File: config.mk
export PLATFORM = sky130hd
export DESIGN_NAME = riscv_uart_prog_flat
export DESIGN_NICKNAME = d
export VERILOG_FILES = /design/src/rtl/riscv_uart_prog_if.sv /design/src/rtl/riscv_uart_prog.sv /design/src/flat_wrapper.sv
export SDC_FILE = /design/constraint.sdc
export NUM_CORES = 1
export LEC_CHECK = 0
export ABC_AREA = 0
export CAP_MARGIN = 20
export CORE_UTILIZATION = 40
export DETAILED_ROUTE_END_ITERATION = 10
export PLACE_DENSITY = 0.59
export RECOVER_POWER = 50
export SETUP_SLACK_MARGIN = 0.3
export SLEW_MARGIN = 5
export SYNTH_ARGS = -nofsm -noshare
export SYNTH_HDL_FRONTEND = slang
export SYNTH_SLANG_ARGS = --single-unit
File: constraint.sdc
create_clock -name clk -period 2.4 [get_ports clk]
set_input_delay 0.36 -clock clk [delete_from_list [all_inputs] [get_ports clk]]
set_output_delay 0.36 -clock clk [all_outputs]
set_load 0.05 [all_outputs]
File: src/rtl/riscv_uart_prog_if.sv
// riscv_uart_prog_if
//   Memory-programmer bus between the UART programming engine (master) and
//   the instruction/data RAM wrappers (slave).
//   upg_wen_o   : one-cycle word write strobe
//   upg_adr_o   : [14] target (0 = instruction RAM, 1 = data RAM), [13:0] word address
//   upg_dat_o   : 32-bit write data
//   upg_done_o  : programming finished, memories handed back to the CPU
interface riscv_uart_prog_if;
    logic        upg_wen_o;
    logic [14:0] upg_adr_o;
    logic [31:0] upg_dat_o;
    logic        upg_done_o;

    modport master (
        output upg_wen_o,
        output upg_adr_o,
        output upg_dat_o,
        output upg_done_o
    );

    modport slave (
        input upg_wen_o,
        input upg_adr_o,
        input upg_dat_o,
        input upg_done_o
    );
endinterface

File: src/rtl/riscv_uart_prog.sv
// riscv_uart_prog
//   UART programming engine. Deserializes an 8N1 stream on rx, parses the
//   framed load protocol (SYNC 0x5A, TGT, ADDR_L, ADDR_H, CNT_L, CNT_H, then
//   CNT little-endian words) and issues one-cycle word writes to the RAMs.
//   Ports:
//     clk   : programmer clock
//     rst   : synchronous active-high reset
//     rx    : UART serial input, idle high, asynchronous to clk
//     upg   : programmer bus (master modport), see riscv_uart_prog_if
//     err_o : sticky protocol/framing error flag, cleared only by rst
module riscv_uart_prog #(
    parameter int CLKS_PER_BIT = 78
) (
    input  logic                      clk,
    input  logic                      rst,
    input  logic                      rx,
    riscv_uart_prog_if.master         upg,
    output logic                      err_o
);

    localparam int HALF = CLKS_PER_BIT / 2;
    localparam int CW   = $clog2(CLKS_PER_BIT);

    // ------------------------------------------------------------------
    // Receiver
    // ------------------------------------------------------------------
    typedef enum logic [1:0] {RX_IDLE, RX_START, RX_DATA, RX_STOP} rx_state_t;

    rx_state_t      r_rx_state, w_rx_next;
    logic           r_rx_meta, r_rx_sync;
    logic [CW-1:0]  r_cnt;
    logic [2:0]     r_bit;
    logic [7:0]     r_shift;
    logic           w_half_hit, w_bit_hit;
    logic           w_byte_valid, w_frame_err;

    assign w_half_hit = (r_cnt == CW'(HALF - 1));
    assign w_bit_hit  = (r_cnt == CW'(CLKS_PER_BIT - 1));

    always_ff @(posedge clk) begin
        if (rst) begin
            r_rx_meta  <= 1'b1;
            r_rx_sync  <= 1'b1;
            r_rx_state <= RX_IDLE;
        end else begin
            r_rx_meta  <= rx;
            r_rx_sync  <= r_rx_meta;
            r_rx_state <= w_rx_next;
        end
    end

    always_comb begin
        w_rx_next    = r_rx_state;
        w_byte_valid = 1'b0;
        w_frame_err  = 1'b0;
        case (r_rx_state)
            RX_IDLE:  if (!r_rx_sync) w_rx_next = RX_START;
            // Line high again at half-bit: treat as a glitch, no error.
            RX_START: if (w_half_hit) w_rx_next = r_rx_sync ? RX_IDLE : RX_DATA;
            RX_DATA:  if (w_bit_hit && r_bit == 3'd7) w_rx_next = RX_STOP;
            RX_STOP: begin
                if (w_bit_hit) begin
                    w_rx_next    = RX_IDLE;
                    w_byte_valid = r_rx_sync;
                    w_frame_err  = !r_rx_sync;
                end
            end
            default:  w_rx_next = RX_IDLE;
        endcase
    end

    // Bit-period counter restarts on every state change and at each data bit.
    always_ff @(posedge clk) begin
        if (rst) begin
            r_cnt   <= '0;
            r_bit   <= '0;
            r_shift <= '0;
        end else begin
            if (r_rx_state == RX_IDLE || w_rx_next != r_rx_state ||
                (r_rx_state == RX_DATA && w_bit_hit))
                r_cnt <= '0;
            else
                r_cnt <= r_cnt + 1'b1;

            if (r_rx_state == RX_START)
                r_bit <= '0;
            else if (r_rx_state == RX_DATA && w_bit_hit) begin
                r_bit   <= r_bit + 1'b1;
                r_shift <= {r_rx_sync, r_shift[7:1]};
            end
        end
    end

    // ------------------------------------------------------------------
    // Frame parser
    // ------------------------------------------------------------------
    typedef enum logic [2:0] {
        P_SYNC, P_TGT, P_ADL, P_ADH, P_CNL, P_CNH, P_DATA, P_DONE
    } p_state_t;

    p_state_t     r_p_state, w_p_next;
    logic         w_p_err;
    logic         r_tgt;
    logic [13:0]  r_adr;
    logic [15:0]  r_pcnt;
    logic [1:0]   r_idx;
    logic [23:0]  r_word;
    logic         r_wen;
    logic [14:0]  r_adr_o;
    logic [31:0]  r_dat;
    logic         r_err;

    always_ff @(posedge clk) begin
        if (rst) r_p_state <= P_SYNC;
        else     r_p_state <= w_p_next;
    end

    always_comb begin
        w_p_next = r_p_state;
        w_p_err  = 1'b0;
        if (w_byte_valid) begin
            case (r_p_state)
                P_SYNC: begin
                    if (r_shift == 8'h5A) w_p_next = P_TGT;
                    else                  w_p_err  = 1'b1;
                end
                P_TGT: begin
                    if (r_shift == 8'h00 || r_shift == 8'h01) w_p_next = P_ADL;
                    else if (r_shift == 8'hFF)                w_p_next = P_DONE;
                    else begin
                        w_p_err  = 1'b1;
                        w_p_next = P_SYNC;
                    end
                end
                P_ADL: w_p_next = P_ADH;
                P_ADH: w_p_next = P_CNL;
                P_CNL: w_p_next = P_CNH;
                P_CNH: w_p_next = ({r_shift, r_pcnt[7:0]} == 16'd0) ? P_SYNC : P_DATA;
                P_DATA: if (r_idx == 2'd3 && r_pcnt == 16'd1) w_p_next = P_SYNC;
                P_DONE: w_p_next = P_DONE;
                default: w_p_next = P_SYNC;
            endcase
        end
    end

    always_ff @(posedge clk) begin
        if (rst) begin
            r_tgt   <= 1'b0;
            r_adr   <= '0;
            r_pcnt  <= '0;
            r_idx   <= '0;
            r_word  <= '0;
            r_wen   <= 1'b0;
            r_adr_o <= '0;
            r_dat   <= '0;
            r_err   <= 1'b0;
        end else begin
            r_wen <= 1'b0;
            if (w_p_err || w_frame_err) r_err <= 1'b1;
            if (w_byte_valid) begin
                case (r_p_state)
                    P_TGT: r_tgt <= r_shift[0];
                    P_ADL: r_adr[7:0] <= r_shift;
                    P_ADH: r_adr[13:8] <= r_shift[5:0];
                    P_CNL: r_pcnt[7:0] <= r_shift;
                    P_CNH: begin
                        r_pcnt[15:8] <= r_shift;
                        r_idx        <= '0;
                    end
                    P_DATA: begin
                        r_idx <= r_idx + 1'b1;
                        case (r_idx)
                            2'd0: r_word[7:0]   <= r_shift;
                            2'd1: r_word[15:8]  <= r_shift;
                            2'd2: r_word[23:16] <= r_shift;
                            default: begin
                                r_wen   <= 1'b1;
                                r_dat   <= {r_shift, r_word};
                                r_adr_o <= {r_tgt, r_adr};
                                r_adr   <= r_adr + 14'd1;
                                r_pcnt  <= r_pcnt - 16'd1;
                            end
                        endcase
                    end
                    default: ;
                endcase
            end
        end
    end

    assign upg.upg_wen_o  = r_wen;
    assign upg.upg_adr_o  = r_adr_o;
    assign upg.upg_dat_o  = r_dat;
    assign upg.upg_done_o = (r_p_state == P_DONE);
    assign err_o          = r_err;

endmodule

File: src/flat_wrapper.sv
// flat-port wrapper written by rule: the top's interface ports become plain ports
module riscv_uart_prog_flat 
#(
    parameter int CLKS_PER_BIT = 78
)
  (clk, rst, rx, err_o, upg_upg_wen_o, upg_upg_adr_o, upg_upg_dat_o, upg_upg_done_o);
  riscv_uart_prog_if upg_i ();
  input  logic clk;
  input  logic rst;
  input  logic rx;
  output logic err_o;
  output wire logic [$bits(upg_i.upg_wen_o)-1:0] upg_upg_wen_o;
  output wire logic [$bits(upg_i.upg_adr_o)-1:0] upg_upg_adr_o;
  output wire logic [$bits(upg_i.upg_dat_o)-1:0] upg_upg_dat_o;
  output wire logic [$bits(upg_i.upg_done_o)-1:0] upg_upg_done_o;
  assign upg_upg_wen_o = upg_i.upg_wen_o;
  assign upg_upg_adr_o = upg_i.upg_adr_o;
  assign upg_upg_dat_o = upg_i.upg_dat_o;
  assign upg_upg_done_o = upg_i.upg_done_o;
  riscv_uart_prog #(.CLKS_PER_BIT(CLKS_PER_BIT)) u_core (.clk(clk), .rst(rst), .rx(rx), .upg(upg_i), .err_o(err_o));
endmodule
Word level (Yosys, flattened, before mapping)
Cells that the tools add are included.

Flip-flop bits (word level): 131. Bits in read-only memories: 0. Latch bits: 0. Output and inout port bits: 50. Memories kept: 0. Bits in writable memories: 0. Word-level logic and storage cells: 115.

Shift-type cells: 0. Bitwise operators: 4. Mux-type cells: 29. Multipliers: 0. $add $sub $neg: 5. Div/mod/pow operators: 0. Reduce and logical (&&, ||, !) cells: 33. Eq/ne operators: 24. $lt $le $gt $ge: 0.

Operators by type and width (number): 8-bit case mux with 2 select lines (3); 3-bit AND reduction (9); 3-bit case mux with 8 select lines (1); 16-bit by 1-bit equality test with 1-bit output (second input constant) (1); 16-bit logical NOT (1); 16-bit 2-to-1 mux (1); 16-bit by 1-bit subtractor with 16-bit output (second input constant) (1); 3-bit equality test (second input constant) (5); 3-bit 2-to-1 mux (5); 14-bit by 1-bit adder with 14-bit output (second input constant) (1); 14-bit 2-to-1 mux (1); 6-bit case mux with 2 select lines (1); 2-bit 2-to-1 mux (5); 1-bit 2-to-1 mux (9); 2-bit equality test (second input constant) (4); 8-bit by 1-bit equality test with 1-bit output (second input constant) (1); 8-bit by 7-bit equality test with 1-bit output (second input constant) (1); 8-bit equality test (second input constant) (1); 8-bit logical NOT (1); 2-bit case mux with 4 select lines (1); 2-bit nonzero test (4); 7-bit by 1-bit adder with 7-bit output (second input constant) (1); 7-bit by 6-bit equality test with 1-bit output (second input constant) (1); 7-bit equality test (second input constant) (1); other kinds (19) (35).

Logic depth before layout (Yosys ltp)
Depth after elaboration: 8. Depth in mapped cells: 9. Mapped depth without buffers: 7.

Worst setup path before layout
OpenSTA, ideal clock, no wires.

Kind: register to register. Start: register u_core.r_cnt[0]. End: register u_core.r_dat[12] (netlist: u_core.upg.upg_dat_o[12]). Setup slack: 432 ps. Buffers on the path: 2. Cell stages (with the launch flop): 9. Data arrival time: 1836 ps. Cell sequence: dfxtp_1 > ha_1 > nand4bb_4 > nor4_4 > nand2_1 > clkbuf_1 > clkbuf_1 > nand2_1 > a21oi_1.

Word-level cells in the longest chain between the ends: 4.

Ends and longest elaborated chain: from (decl) (line riscv_uart_prog.sv:31) `logic [CW-1:0] r_cnt;`; from (signal assigned) (line riscv_uart_prog.sv:83) `r_cnt <= r_cnt + 1'b1;`; 7-bit equality test (line riscv_uart_prog.sv:38) `assign w_bit_hit = (r_cnt == CW'(CLKS_PER_BIT - 1));`; 1-bit 2-to-1 mux (line riscv_uart_prog.sv:62) `if (w_bit_hit) begin`; 1-bit 2-to-1 mux (line riscv_uart_prog.sv:56) `case (r_rx_state)`; 3-bit AND reduction (no source line); to (signal assigned) (line riscv_uart_prog.sv:178) `r_dat <= {r_shift, r_word};`; to (decl) (line riscv_uart_prog.sv:110) `logic [31:0] r_dat;`.

Every way passes these cells. A chain may end at the register's enable or synchronous reset.

Final worst setup path
Start: register u_core.r_cnt[0]. End: register u_core.r_adr[8].

Word-level cells in the longest chain between the ends: 4.

Ends and longest elaborated chain: 7-bit equality test (line riscv_uart_prog.sv:38); 1-bit 2-to-1 mux (line riscv_uart_prog.sv:62); 1-bit 2-to-1 mux (line riscv_uart_prog.sv:56); 3-bit AND reduction (no source line); to (signal assigned) (line riscv_uart_prog.sv:164) `P_ADH: r_adr[13:8] <= r_shift[5:0];`; to (signal assigned) (line riscv_uart_prog.sv:180) `r_adr <= r_adr + 14'd1;`; to (decl) (line riscv_uart_prog.sv:104) `logic [13:0] r_adr;`.

Every way passes these cells.

==> results.json <==
{
  "async_flop_share": 0,
  "grt_max_degree": 103,
  "placed_cells": 964,
  "leakage_nw": 2.50,
  "finalSetupTns_ns": 0,
  "final_util": 0.499,
  "cts_sinks": 131,
  "clock_latency_ns": 0.42,
  "end_kind": "register",
  "drtIter0Drc": 496,
  "critPathMaxStageDelay_ns": 0.42,
  "hold_violations": 0,
  "timing.fmax_mhz": 477,
  "dr.pass1.iters": 5,
  "routed_wirelength_mm": 15.2,
  "status": "completed",
  "area_growth_pct": 22.2,
  "clock-root-buffer": "clkbuf_16",
  "min_period_over_period": 0.873,
  "worstPathArrival_ns": 2.43,
  "fp.dieArea_um2": 15300,
  "fin_area_um2": 7220,
  "final_cells": 998,
  "synth.area.top_cells": "dfxtp_1 44%, nand2_1 13%, a21oi_1 8.9%",
  "cp-endpoint": "u_core.r_adr[8]$_SDFFE_PP0P_",
  "slew_headroom": 0.576,
  "ant_nets": 0,
  "synth_cell_types": 58,
  "antenna_found_initial": 0,
  "fin_crit_ns": 2.10,
  "initial_core_util": 0.408,
  "cts_buffer_depth": 2,
  "pin_count": 53,
  "crit_required_ns": 2.73,
  "path_cells": "ha_1, nand4bb_4, nor3_1, buf_4, and3_1, a21oi_1, a311oi_1",
  "maxSlewViolCount": 0,
  "core_um2": 14500,
  "drive_above_1_share": 0.0835,
  "diodes": 0,
  "grt_usage": 0.209,
  "hpwl_mm": 10.2,
  "rsz0062_at_grt": "false",
  "overflow": 0,
  "synth_flop_cell": "dfxtp_1",
  "synth-edff-count": 0,
  "syn_area_per_cell_um2": 7.77,
  "nets": 816,
  "r2r-end": "u_core.r_adr[8]$_SDFFE_PP0P_",
  "crit_path_start_kind": "register",
  "dpl-instance-area_um2": 6590,
  "syn_nets": 776,
  "crit_fanout": 13,
  "r2r-start": "u_core.r_cnt[0]$_SDFF_PP0_",
  "netlist.area_leader.share": 0.444,
  "syn_area_um2": 5910,
  "hp-class": "primary input to register",
  "yosysTopAreaCell": "dfxtp_1",
  "cts_max_level": 4,
  "cts_hold_buf": 0,
  "cpMaxStageDelayCell": "dfxtp_1",
  "numCtsBuffers": 17,
  "fp-row-count": 44,
  "drc": 0,
  "worstSetupPathType": "register to register",
  "worst_slew_pin_slew_ns": 0.636,
  "die-height_um": 124,
  "die_w_um": 124,
  "synth_seq_area_share": 0.444,
  "synth_seq_cells": 131,
  "gp_congestion": 0.895,
  "num_vias": 5421,
  "finalSetupViolCount": 0,
  "portBuffers": 52,
  "rr_worst_depth": 7,
  "rrSetupSlack_ns": 0.30,
  "vdd_drop_max_mv": 0.465,
  "vias_per_cell": 5.43,
  "clk_pin_slew_ns": 0.06,
  "grt_first_pass_wirelength_mm": 24.5,
  "postSynthCellCount": 761,
  "max-cap-violations": 0,
  "tritoncts": "done",
  "timing.clock.skew_ns": 0.00568,
  "yosysWarningCount": 0,
  "grt_pass1_vias": 4908,
  "p_per_area_nw_per_um2": 686,
  "crit_start": "u_core.r_cnt[0]$_SDFF_PP0_",
  "num-fill-cells": 1377,
  "wl_per_cell_um": 15.2
}
## cells in the mapped netlist (3+ instances only)
library cell,count
a211oi_1,11
a21o_1,6
a21oi_1,105
a22oi_1,3
a31oi_1,7
and2_1,7
and3_1,6
and4_1,3
buf_2,7
buf_4,6
clkbuf_1,37
dfxtp_1,131
ha_1,12
inv_1,15
mux2i_1,10
nand2_1,198
nand2b_1,4
nand3_1,24
nand3b_1,3
nand4_1,8
nor2_1,42
nor2b_1,4
nor3_1,9
nor4_1,5
o21ai_0,38
o22a_1,3
o22ai_1,6
o31a_1,3
o31ai_1,4
or3_1,4
or4_1,5
xor2_1,4
## repair_timing
item / CTS / global route
gates resized for setup: 1 / 8
setup buffers: 0 / 2
pin swaps: 1 / 2
endpoints found under the setup margin: 2 / 89
## per-layer routing
layer	wire [um]	up-vias	global-route usage	part of all wire
li1	-	2714	-	-
met1	7050	2508	0.265	0.46
met2	7050	172	0.335	0.47
met3	715	27	0.0495	0.047
met4	340	0	0.0964	0.022
met5	0	-	0	0
## worst min-delay path by stage
stage	start	endpoint	slack [ns]	cells past startpoint
2_1_floorplan	u_core.r_rx_meta$_SDFF_PP1_	u_core.r_rx_sync$_SDFF_PP1_	0.39	1
3_3_place_gp	u_core.r_rx_meta$_SDFF_PP1_	u_core.r_rx_sync$_SDFF_PP1_	0.40	1
3_5_place_dp	u_core.r_rx_meta$_SDFF_PP1_	u_core.r_rx_sync$_SDFF_PP1_	0.41	1
4_1_cts	rst	u_core.r_bit[2]$_SDFFE_PP0P_	0.29	2
5_1_grt	rst	u_core.r_shift[7]$_SDFFE_PP0P_	0.30	2
6_report	rst	u_core.r_shift[1]$_SDFFE_PP0P_	0.31	2
## where the power goes
part	internal (mW)	leakage, nW	total (mW)	switching (mW)
combinational	0.00987	1.14	0.0473	0.0375
clock	1.71	0.299	2.72	1.02
sequential	2.18	1.06	2.18	0.00522
## registers in the layout (all words and copies together) (netlist names)
register,count
u_core.r_rx_sync,1
u_core.r_pcnt,16
u_core.upg.upg_adr_o,15
u_core.r_tgt,1
u_core.r_p_state,3
u_core.r_bit,3
u_core.r_rx_meta,1
u_core.r_idx,2
u_core.upg.upg_dat_o,32
u_core.r_rx_state,2
u_core.err_o,1
u_core.r_shift,8
u_core.r_cnt,7
u_core.r_word,24
u_core.upg.upg_wen_o,1
u_core.r_adr,14
## through the flow
step	hold WS, ns	power, mW	setup WS [ns]
2_1_floorplan	0.389	2.27	0.432
3_3_place_gp	0.398	2.28	0.370
3_5_place_dp	0.409	2.28	0.309
4_1_cts	0.292	5.01	0.307
5_1_grt	0.296	5.10	0.177
6_report	0.310	4.95	0.305
## worst max-delay path, delay by kind of cell (launching register included)
family                   cells  cell delay, ns
AND/OR/NAND/NOR              3            0.77
flip-flops                   1            0.42
AO/OA/AOI/OAI                2            0.35
adder cells (fa/ha/maj)      1            0.24
buffers and inverters        1            0.21
## cells by family after synthesis
kind of cell | after synthesis | share of synthesized area
AO/OA/AOI/OAI | 199 | 0.195
AND/OR/NAND/NOR | 335 | 0.259
flip-flops | 131 | 0.444
adder cells (fa/ha/maj) | 12 | 0.0254
buffers and inverters | 69 | 0.0527
multiplexers | 10 | 0.0169
XOR/XNOR | 5 | 0.00741
## cell usage in the layout (no fill, tap or decap), types with 4 or more instances in the layout
cell type,instances
and3_1,4
nand4_1,8
xor2_1,4
a21o_1,6
ha_1,12
a21oi_1,105
clkdlybuf4s50_1,27
nor2b_1,4
nand3_1,23
or4_1,5
dlygate4sd3_1,23
dfxtp_1,130
buf_4,20
mux2i_1,10
or3_1,4
nor4_1,5
and2_1,4
o21ai_0,38
o22ai_1,6
nor2_1,42
a211oi_1,11
inv_1,15
clkbuf_16,17
a31oi_1,7
nand2_1,198
nor3_1,10
nand2b_1,4
o31ai_1,4
## area by class of cell
class / instances / area (um2) / area share
tap: 184 / 230 / 0.0319
clock buffer: 19 / 453 / 0.0627
multi-input combinational: 561 / 2990 / 0.413
clock inverter: 13 / 173 / 0.0239
timing repair buffer: 75 / 702 / 0.0972
sequential: 131 / 2620 / 0.363
inverter: 15 / 56.3 / 0.00779
(Power assumes the default switching activity.)
